[config.mk]
export PLATFORM = sky130hd
export DESIGN_NAME = fetch_unit
export DESIGN_NICKNAME = d
export VERILOG_FILES = /design/src/rtl/fetch_unit.sv
export SDC_FILE = /design/constraint.sdc
export NUM_CORES = 1
export LEC_CHECK = 0
export ABC_CLOCK_PERIOD_IN_PS = 1700
export CORE_ASPECT_RATIO = 0.9
export CORE_MARGIN = 1.5
export CORE_UTILIZATION = 40
export DETAILED_ROUTE_END_ITERATION = 10
export PLACE_DENSITY = 0.8
export SYNTH_ARGS = -nofsm -noshare
export SYNTH_HDL_FRONTEND = slang
export SYNTH_SLANG_ARGS = --single-unit
[constraint.sdc]
create_clock -name clk -period 1.7 [get_ports clk]
set_input_delay 0.34 -clock clk [delete_from_list [all_inputs] [get_ports clk]]
set_output_delay 0.34 -clock clk [all_outputs]
set_load 0.01 [all_outputs]
[src/rtl/fetch_unit.sv]
// Instruction fetch stage: PC register, IF/ID pipeline register and redirect selection.
// Branch and jump redirects cost one bubble; flush_count tracks how many were taken.
module fetch_unit #(
    parameter logic [31:0] RESET_PC = 32'h0000_0000
) (
    input  logic        clk,
    input  logic        rst_n,
    input  logic        stall,
    input  logic        branch_taken,
    input  logic [31:0] branch_target,
    input  logic [1:0]  jump,
    input  logic        j_jump,
    input  logic [31:0] rs_data,
    input  logic [31:0] fwd_data,
    output logic [31:0] imem_addr,
    input  logic [31:0] imem_rdata,
    output logic [31:0] if_id_instr,
    output logic [31:0] if_id_pc4,
    output logic        if_id_valid,
    output logic [31:0] link_addr,
    output logic [15:0] flush_count
);

    typedef enum logic [0:0] {StBoot, StRun} state_e;

    localparam logic [31:0] ResetPcAligned = {RESET_PC[31:2], 2'b00};

    state_e      state_q, state_d;
    logic [31:0] pc_q, pc_d;
    logic [31:0] instr_q, instr_d;
    logic [31:0] pc4_q, pc4_d;
    logic        valid_q, valid_d;
    logic [15:0] fcnt_q, fcnt_d;

    logic [31:0] pc_plus4;
    logic        jump_req;
    logic        redirect;
    logic [31:0] target;

    assign pc_plus4 = pc_q + 32'd4;
    assign jump_req = valid_q && ((jump != 2'b00) || j_jump);
    assign redirect = branch_taken || jump_req;

    always_comb begin
        target = {pc4_q[31:28], instr_q[25:0], 2'b00};
        if (branch_taken) begin
            target = branch_target;
        end else if (jump == 2'b10) begin
            target = fwd_data;
        end else if (jump == 2'b01) begin
            target = rs_data;
        end
    end

    always_comb begin
        state_d = state_q;
        pc_d    = pc_q;
        instr_d = instr_q;
        pc4_d   = pc4_q;
        valid_d = valid_q;
        fcnt_d  = fcnt_q;
        unique case (state_q)
            StBoot: begin
                // Boot fetch always proceeds; decode has nothing live to redirect yet.
                state_d = StRun;
                pc_d    = {pc_plus4[31:2], 2'b00};
                instr_d = imem_rdata;
                pc4_d   = pc_plus4;
                valid_d = 1'b1;
            end
            StRun: begin
                if (!stall) begin
                    if (redirect) begin
                        pc_d    = {target[31:2], 2'b00};
                        instr_d = 32'h0;
                        valid_d = 1'b0;
                        if (fcnt_q != 16'hFFFF) begin
                            fcnt_d = fcnt_q + 16'd1;
                        end
                    end else begin
                        pc_d    = {pc_plus4[31:2], 2'b00};
                        instr_d = imem_rdata;
                        pc4_d   = pc_plus4;
                        valid_d = 1'b1;
                    end
                end
            end
            default: state_d = StBoot;
        endcase
    end

    always_ff @(posedge clk or negedge rst_n) begin
        if (!rst_n) begin
            state_q <= StBoot;
            pc_q    <= ResetPcAligned;
            instr_q <= 32'h0;
            pc4_q   <= 32'h0;
            valid_q <= 1'b0;
            fcnt_q  <= 16'h0;
        end else begin
            state_q <= state_d;
            pc_q    <= pc_d;
            instr_q <= instr_d;
            pc4_q   <= pc4_d;
            valid_q <= valid_d;
            fcnt_q  <= fcnt_d;
        end
    end

    assign imem_addr   = pc_q;
    assign if_id_instr = instr_q;
    assign if_id_pc4   = pc4_q;
    assign if_id_valid = valid_q;
    assign link_addr   = pc4_q;
    assign flush_count = fcnt_q;

endmodule

# Word level (Yosys, flattened, before mapping)
# Cells that the tools add are included.
dict set report word_totals {
  wordCells 36
  reg_bits 114
  in_bits 135
}
dict set report op_classes {
  add_sub_neg 2
  eq_ne 5
  n_reduce_logical 6
  bitwise 2
  n_mux 15
}
# cell count
set op_table {}
lappend op_table {{2-to-1 mux 32 bit} 9}
lappend op_table {{one-hot mux 32 bit (2 select lines)} 3}
lappend op_table {{adder 32 x 3 -> 32 bit (second input constant)} 1}
lappend op_table {{adder 16 x 1 -> 16 bit (second input constant)} 1}
lappend op_table {{!= test 16 bit (second input constant)} 1}
lappend op_table {{!= test 2 bit (second input constant)} 2}
lappend op_table {{AND reduction 4 bit} 1}
lappend op_table {{equality test 2 x 1 -> 1 bit (second input constant)} 1}
lappend op_table {{equality test 2 bit (second input constant)} 1}
lappend op_table {{logical OR 1 bit} 2}
lappend op_table {{2-to-1 mux 1 bit} 2}
lappend op_table {{inverter 1 bit} 2}
lappend op_table {{one-hot mux 1 bit (2 select lines)} 1}
lappend op_table {{AND reduction 2 bit} 1}
lappend op_table {{nonzero test 2 bit} 1}
lappend op_table {{logical AND 1 bit} 1}

# Depth between registers and ports, before layout
dict set report depth {
  word_depth 7
  ltp_mapped 8
}

# Worst setup path after synthesis
# Ideal clock, no wire load.
dict set report synth_path {
  path_type {register to register}
  start {register pc_q[2], in the netlist imem_addr[2]}
  end {register pc_q[16], in the netlist imem_addr[16]}
  t_arrival_ps 1908
  setup_ps 87
  period_less_slack_ps 1994
  required_time_ps 1613
  stages_incl_launch_ff 7
  path_buffers 0
  slack_ps -294
  cell_sequence {dfrtp_1 ha_1 nand4_2 nor3_2 nand3_1 or3_1 o211ai_1}
}
dict set report synth_via {
  elab_chain_len 4
}
# element line_no
set synth_rtl {}
lappend synth_rtl {{start: declaration} 29} ;# logic [31:0] pc_q, pc_d;
lappend synth_rtl {{start signal: assignment} 95} ;# pc_q <= ResetPcAligned;
lappend synth_rtl {{start signal: assignment} 102} ;# pc_q <= pc_d;
lappend synth_rtl {{adder 32 x 3 -> 32 bit *} 40} ;# assign pc_plus4 = pc_q + 32'd4;
lappend synth_rtl {{2-to-1 mux 32 bit} 73} ;# if (redirect) begin
lappend synth_rtl {{2-to-1 mux 32 bit} 72} ;# if (!stall) begin
lappend synth_rtl {{one-hot mux 32 bit (2 select lines) *} 62} ;# unique case (state_q)
# Mark *: on every way between the ends. The rest lies on a longest branch, timed or not. The select of a mux whose other input is x is not followed.
# A chain may end at the register's enable or synchronous reset.

# Worst setup path in the final report
dict set report layout_path {
  start {register pc_q[4], in the netlist imem_addr[4]}
  end {register pc_q[25], in the netlist imem_addr[25]}
}
# Same word-level chain as after synthesis.

==> flow_results.xml <==
<?xml version="1.0" encoding="UTF-8"?>
<metrics>
  <group name="yosys">
    <metric name="yosys_most_used_dff" unit="">dfrtp_1</metric>
    <metric name="synth_largest_type_area_fraction" unit="">0.404</metric>
    <metric name="synth_edf_count" unit="">0</metric>
    <metric name="proportion_of_synthesized_flip_flops_having_asynchronous_set_or_reset" unit="">1.00</metric>
    <metric name="post_synth_main_area_contributors" unit="">dfrtp_1 40%, nand2_1 6.9%, o21ai_0 6.3%, mux2i_1 5.7%, buf_4 4.6%</metric>
    <metric name="yosysTopAreaCell" unit="">dfrtp_1</metric>
    <metric name="number_of_warnings_printed_during_yosys_synthesis" unit="">0</metric>
    <metric name="synthDistinctLibCells" unit="">62</metric>
    <metric name="seq_area_frac_synth" unit="">0.404</metric>
    <metric name="yosys_register_bits" unit="">110</metric>
    <metric name="synthesis.area" unit="um^2">6820</metric>
    <metric name="netlist_instances" unit="">768</metric>
    <metric name="syn_area_per_cell" unit="um^2">8.88</metric>
  </group>
  <group name="finish">
    <metric name="mostFrequentLayoutCell" unit="">clkdlybuf4s50_1</metric>
    <metric name="finalCoreUtilization" unit="">0.667</metric>
    <metric name="insertedDiodeCount" unit="">0</metric>
    <metric name="layout.area.seq" unit="um^2">2770</metric>
    <metric name="syn_to_final_growth" unit="%">64.2</metric>
    <metric name="multi_input_area" unit="um^2">3900</metric>
    <metric name="filler_cell_count" unit="">1302</metric>
    <metric name="final-instance-count-excl-fill" unit="">1326</metric>
    <metric name="layout.cells.most_common_list" unit="">204 x clkdlybuf4s50_1, 131 x buf_4, 122 x nand2_1</metric>
    <metric name="fin_nets" unit="">1247</metric>
    <metric name="final_instance_area" unit="um^2">11200</metric>
    <metric name="layout-drive-gt1-share" unit="">0.232</metric>
  </group>
  <group name="global_route">
    <metric name="grt_pass1_vias" unit="">6909</metric>
    <metric name="grt_start_max_net_pins" unit="">50</metric>
    <metric name="groute.usage.overall" unit="">0.266</metric>
    <metric name="antenna_found_initial" unit="">0</metric>
    <metric name="gr_overflow_total" unit="">0</metric>
    <metric name="wire_length_of_the_first_global_routing_pass" unit="um">37100</metric>
  </group>
  <group name="setup_path">
    <metric name="crit-reg2reg-launch" unit="">imem_addr[4]$_DFFE_PN0P_</metric>
    <metric name="critPathArrivalTime" unit="ns">2.09</metric>
    <metric name="worstPathCellList" unit="">nand4_1 -&gt; nor4_4 -&gt; buf_6 -&gt; nand4_4 -&gt; and3_1 -&gt; or3_1</metric>
    <metric name="crit_path_start_kind" unit="">register</metric>
    <metric name="worst-path-max-fanout" unit="">6</metric>
    <metric name="reg2regPathDepth" unit="">6</metric>
    <metric name="timing.critical_path.required" unit="ns">1.94</metric>
    <metric name="regToRegEndpoint" unit="">imem_addr[25]$_DFFE_PN0P_</metric>
    <metric name="critPathCaptureType" unit="">register</metric>
    <metric name="rrSetupSlack" unit="ns">-0.15</metric>
    <metric name="slowest_delay" unit="ns">0.42</metric>
    <metric name="cp_slowest_cell" unit="">dfrtp_1</metric>
    <metric name="criticalPathCategory" unit="">reg2reg</metric>
  </group>
  <group name="route">
    <metric name="route.detailed.wl_per_inst" unit="um">19.1</metric>
    <metric name="detail_route.wirelength" unit="um">25400</metric>
    <metric name="avgViaCountPerCell" unit="">5.49</metric>
    <metric name="initialDrtViolationCount" unit="">483</metric>
    <metric name="detail_route.first_pass.iterations" unit="">5</metric>
    <metric name="drcViolationCount" unit="">0</metric>
    <metric name="route.vias.total" unit="">7282</metric>
    <metric name="detail-route-antenna-nets" unit="">0</metric>
  </group>
  <group name="floorplanning">
    <metric name="start_util" unit="">0.406</metric>
    <metric name="row_count" unit="">45</metric>
    <metric name="pin_count" unit="">280</metric>
    <metric name="die_area" unit="um^2">17800</metric>
    <metric name="core_area" unit="um^2">16800</metric>
    <metric name="die_w" unit="um">141</metric>
    <metric name="die_h" unit="um">127</metric>
  </group>
  <group name="placement">
    <metric name="placement.setup.worst_slack" unit="ns">-0.450</metric>
    <metric name="placed_cells_incl_taps" unit="">1280</metric>
    <metric name="place.gp.congestion" unit="">0.885</metric>
    <metric name="placement.cell_area" unit="um^2">10300</metric>
    <metric name="buffer_ports.inserted" unit="">267</metric>
    <metric name="dp_hpwl" unit="um">18400</metric>
  </group>
  <group name="clocking">
    <metric name="cts_tree" unit="">done</metric>
    <metric name="clkSinkCount" unit="">110</metric>
    <metric name="cts-root-buf" unit="">clkbuf_16</metric>
    <metric name="h-tree-depth" unit="">3</metric>
    <metric name="cts_max_path_buffers" unit="">2</metric>
    <metric name="insertion_delay" unit="ns">0.36</metric>
    <metric name="worst_setup_hold_path_clk_slew" unit="ns">0.08</metric>
    <metric name="cts-buffers-inserted" unit="">9</metric>
  </group>
  <group name="job">
    <metric name="maxCapViolCount" unit="">0</metric>
  </group>
  <group name="power_and_ir_drop">
    <metric name="power.share.sequential" unit="">0.370</metric>
    <metric name="internal_power_contribution" unit="mW">6.21</metric>
    <metric name="power" unit="mW">9.42</metric>
    <metric name="sw_ratio" unit="">0.340</metric>
    <metric name="power.share.combinational" unit="">0.400</metric>
    <metric name="clockPowerShare" unit="">0.230</metric>
    <metric name="power_leakage" unit="nW">5.07</metric>
    <metric name="switchingPower" unit="mW">3.21</metric>
    <metric name="vdd.ir_drop.worst" unit="uV">532</metric>
    <metric name="power_per_standard_cell_area" unit="nW/um^2">841</metric>
  </group>
  <group name="sta">
    <metric name="postLayoutSetupSlackWorst" unit="ns">-0.148</metric>
    <metric name="final_report_max_slew_violation_count" unit="">0</metric>
    <metric name="finalSetupViolCount" unit="">17</metric>
    <metric name="layout_min_cycle_time" unit="ns">1.85</metric>
    <metric name="finClkSkew" unit="ns">0.0154</metric>
    <metric name="timing.final.hold_violations" unit="">0</metric>
    <metric name="setup_total_negative_slack" unit="ns">-1.53</metric>
    <metric name="max_freq" unit="MHz">541</metric>
    <metric name="final.hold.worst_slack" unit="ns">0.417</metric>
    <metric name="slew_headroom" unit="">0.654</metric>
    <metric name="tightestPinTransition" unit="ns">0.513</metric>
    <metric name="layout_worst_path_cycle_share" unit="">1.09</metric>
    <metric name="setup_repair_after_global_routing_missed_its_margin" unit="">true</metric>
  </group>
  <group name="status">
    <metric name="result_of_the_run" unit="">complete, but fails checks</metric>
    <metric name="failed_checks" unit="">setup timing</metric>
  </group>
  <group name="hold_path">
    <metric name="min-delay-path-class" unit="">in2async</metric>
  </group>
</metrics>
[how the worst max path moves through the flow]
stage	endpoint	startpoint	slack, ns	depth (start not counted)
finish	imem_addr[25]$_DFFE_PN0P_	imem_addr[4]$_DFFE_PN0P_	-0.15	6
global route	imem_addr[28]$_DFFE_PN0P_	imem_addr[4]$_DFFE_PN0P_	-0.24	6
CTS	imem_addr[28]$_DFFE_PN0P_	imem_addr[10]$_DFFE_PN0P_	-0.06	6
detailed placement	imem_addr[27]$_DFFE_PN0P_	stall	-0.45	6
global placement	imem_addr[27]$_DFFE_PN0P_	stall	-0.43	6
floorplan	imem_addr[25]$_DFFE_PN0P_	imem_addr[6]$_DFFE_PN0P_	-0.11	6
[power groups by stage]
stage               sequential (mW)  clock (mW)  combinational (mW)
finish                         3.48        2.16                3.77
CTS                            3.44        2.19                3.51
global placement               3.47           0                3.44
floorplan                      3.66           0                1.36
detailed placement             3.50           0                3.51
global route                   3.54        2.29                4.02
[sequential cells by signal, indices dropped and copies added, names as in the netlist]
| name | count |
|---|---|
| state_q | 1 |
| if_id_instr | 32 |
| if_id_pc4 | 30 |
| flush_count | 16 |
| imem_addr | 30 |
| if_id_valid | 1 |
[final cells by class]
cell class / instances / area share
Clock buffer: 12 / 0.0238
Clock inverter: 4 / 0.00302
Inverter: 6 / 0.00201
Multi-Input combinational cell: 562 / 0.348
Sequential cell: 110 / 0.247
Tap cell: 211 / 0.0236
Timing Repair Buffer: 421 / 0.352
[per-layer routing]
layer | wire length, um | GRT usage
met5 | 0 | 0
met4 | 807 | 0.0913
met3 | 2130 | 0.0683
met2 | 12000 | 0.435
met1 | 10400 | 0.345
[critical path, delay by kind of cell, from the launching register on]
kind | cells | cell delay (ns)
flip-flops | 1 | 0.42
AND/OR/NAND/NOR | 5 | 1.13
buffers and inverters | 1 | 0.18
[cells in the mapped netlist (4+ instances only)]
| cell type | number |
|---|---|
| o211ai_1 | 10 |
| o21ai_0 | 86 |
| xor2_1 | 23 |
| xnor2_1 | 20 |
| nand3_1 | 26 |
| nor2b_1 | 21 |
| inv_1 | 5 |
| clkbuf_1 | 29 |
| a21oi_1 | 30 |
| a211oi_1 | 39 |
| nand4_2 | 4 |
| a22oi_1 | 13 |
| buf_2 | 18 |
| dfrtp_1 | 110 |
| and3_1 | 9 |
| buf_6 | 4 |
| nor2_1 | 22 |
| buf_4 | 42 |
| a31oi_1 | 6 |
| o21a_1 | 4 |
| nor3_1 | 9 |
| nand2_1 | 126 |
| or3_1 | 7 |
| nand4_1 | 9 |
| mux2i_1 | 39 |
[what timing repair did]
action	CTS	global route
gates cloned	0	2
hold endpoints to repair	19	0
gates resized for setup	73	100
pin swaps	11	41
buffers inserted	13	15
hold buffers	1	0
setup endpoints to repair	84	97
[cell families (layout without fill, tap and decap cells)]
family | count (synthesis) | in the layout | synth area share
adder cells (fa/ha/maj) | 2 | 2 | 0.00367
XOR/XNOR | 43 | 43 | 0.0552
flip-flops | 110 | 110 | 0.404
AND/OR/NAND/NOR | 253 | 254 | 0.186
multiplexers | 41 | 41 | 0.0605
other | 2 | 7 | 0.00110
AO/OA/AOI/OAI | 214 | 215 | 0.198
buffers and inverters | 103 | 443 | 0.0919
Power figures use the tool's default switching activity.
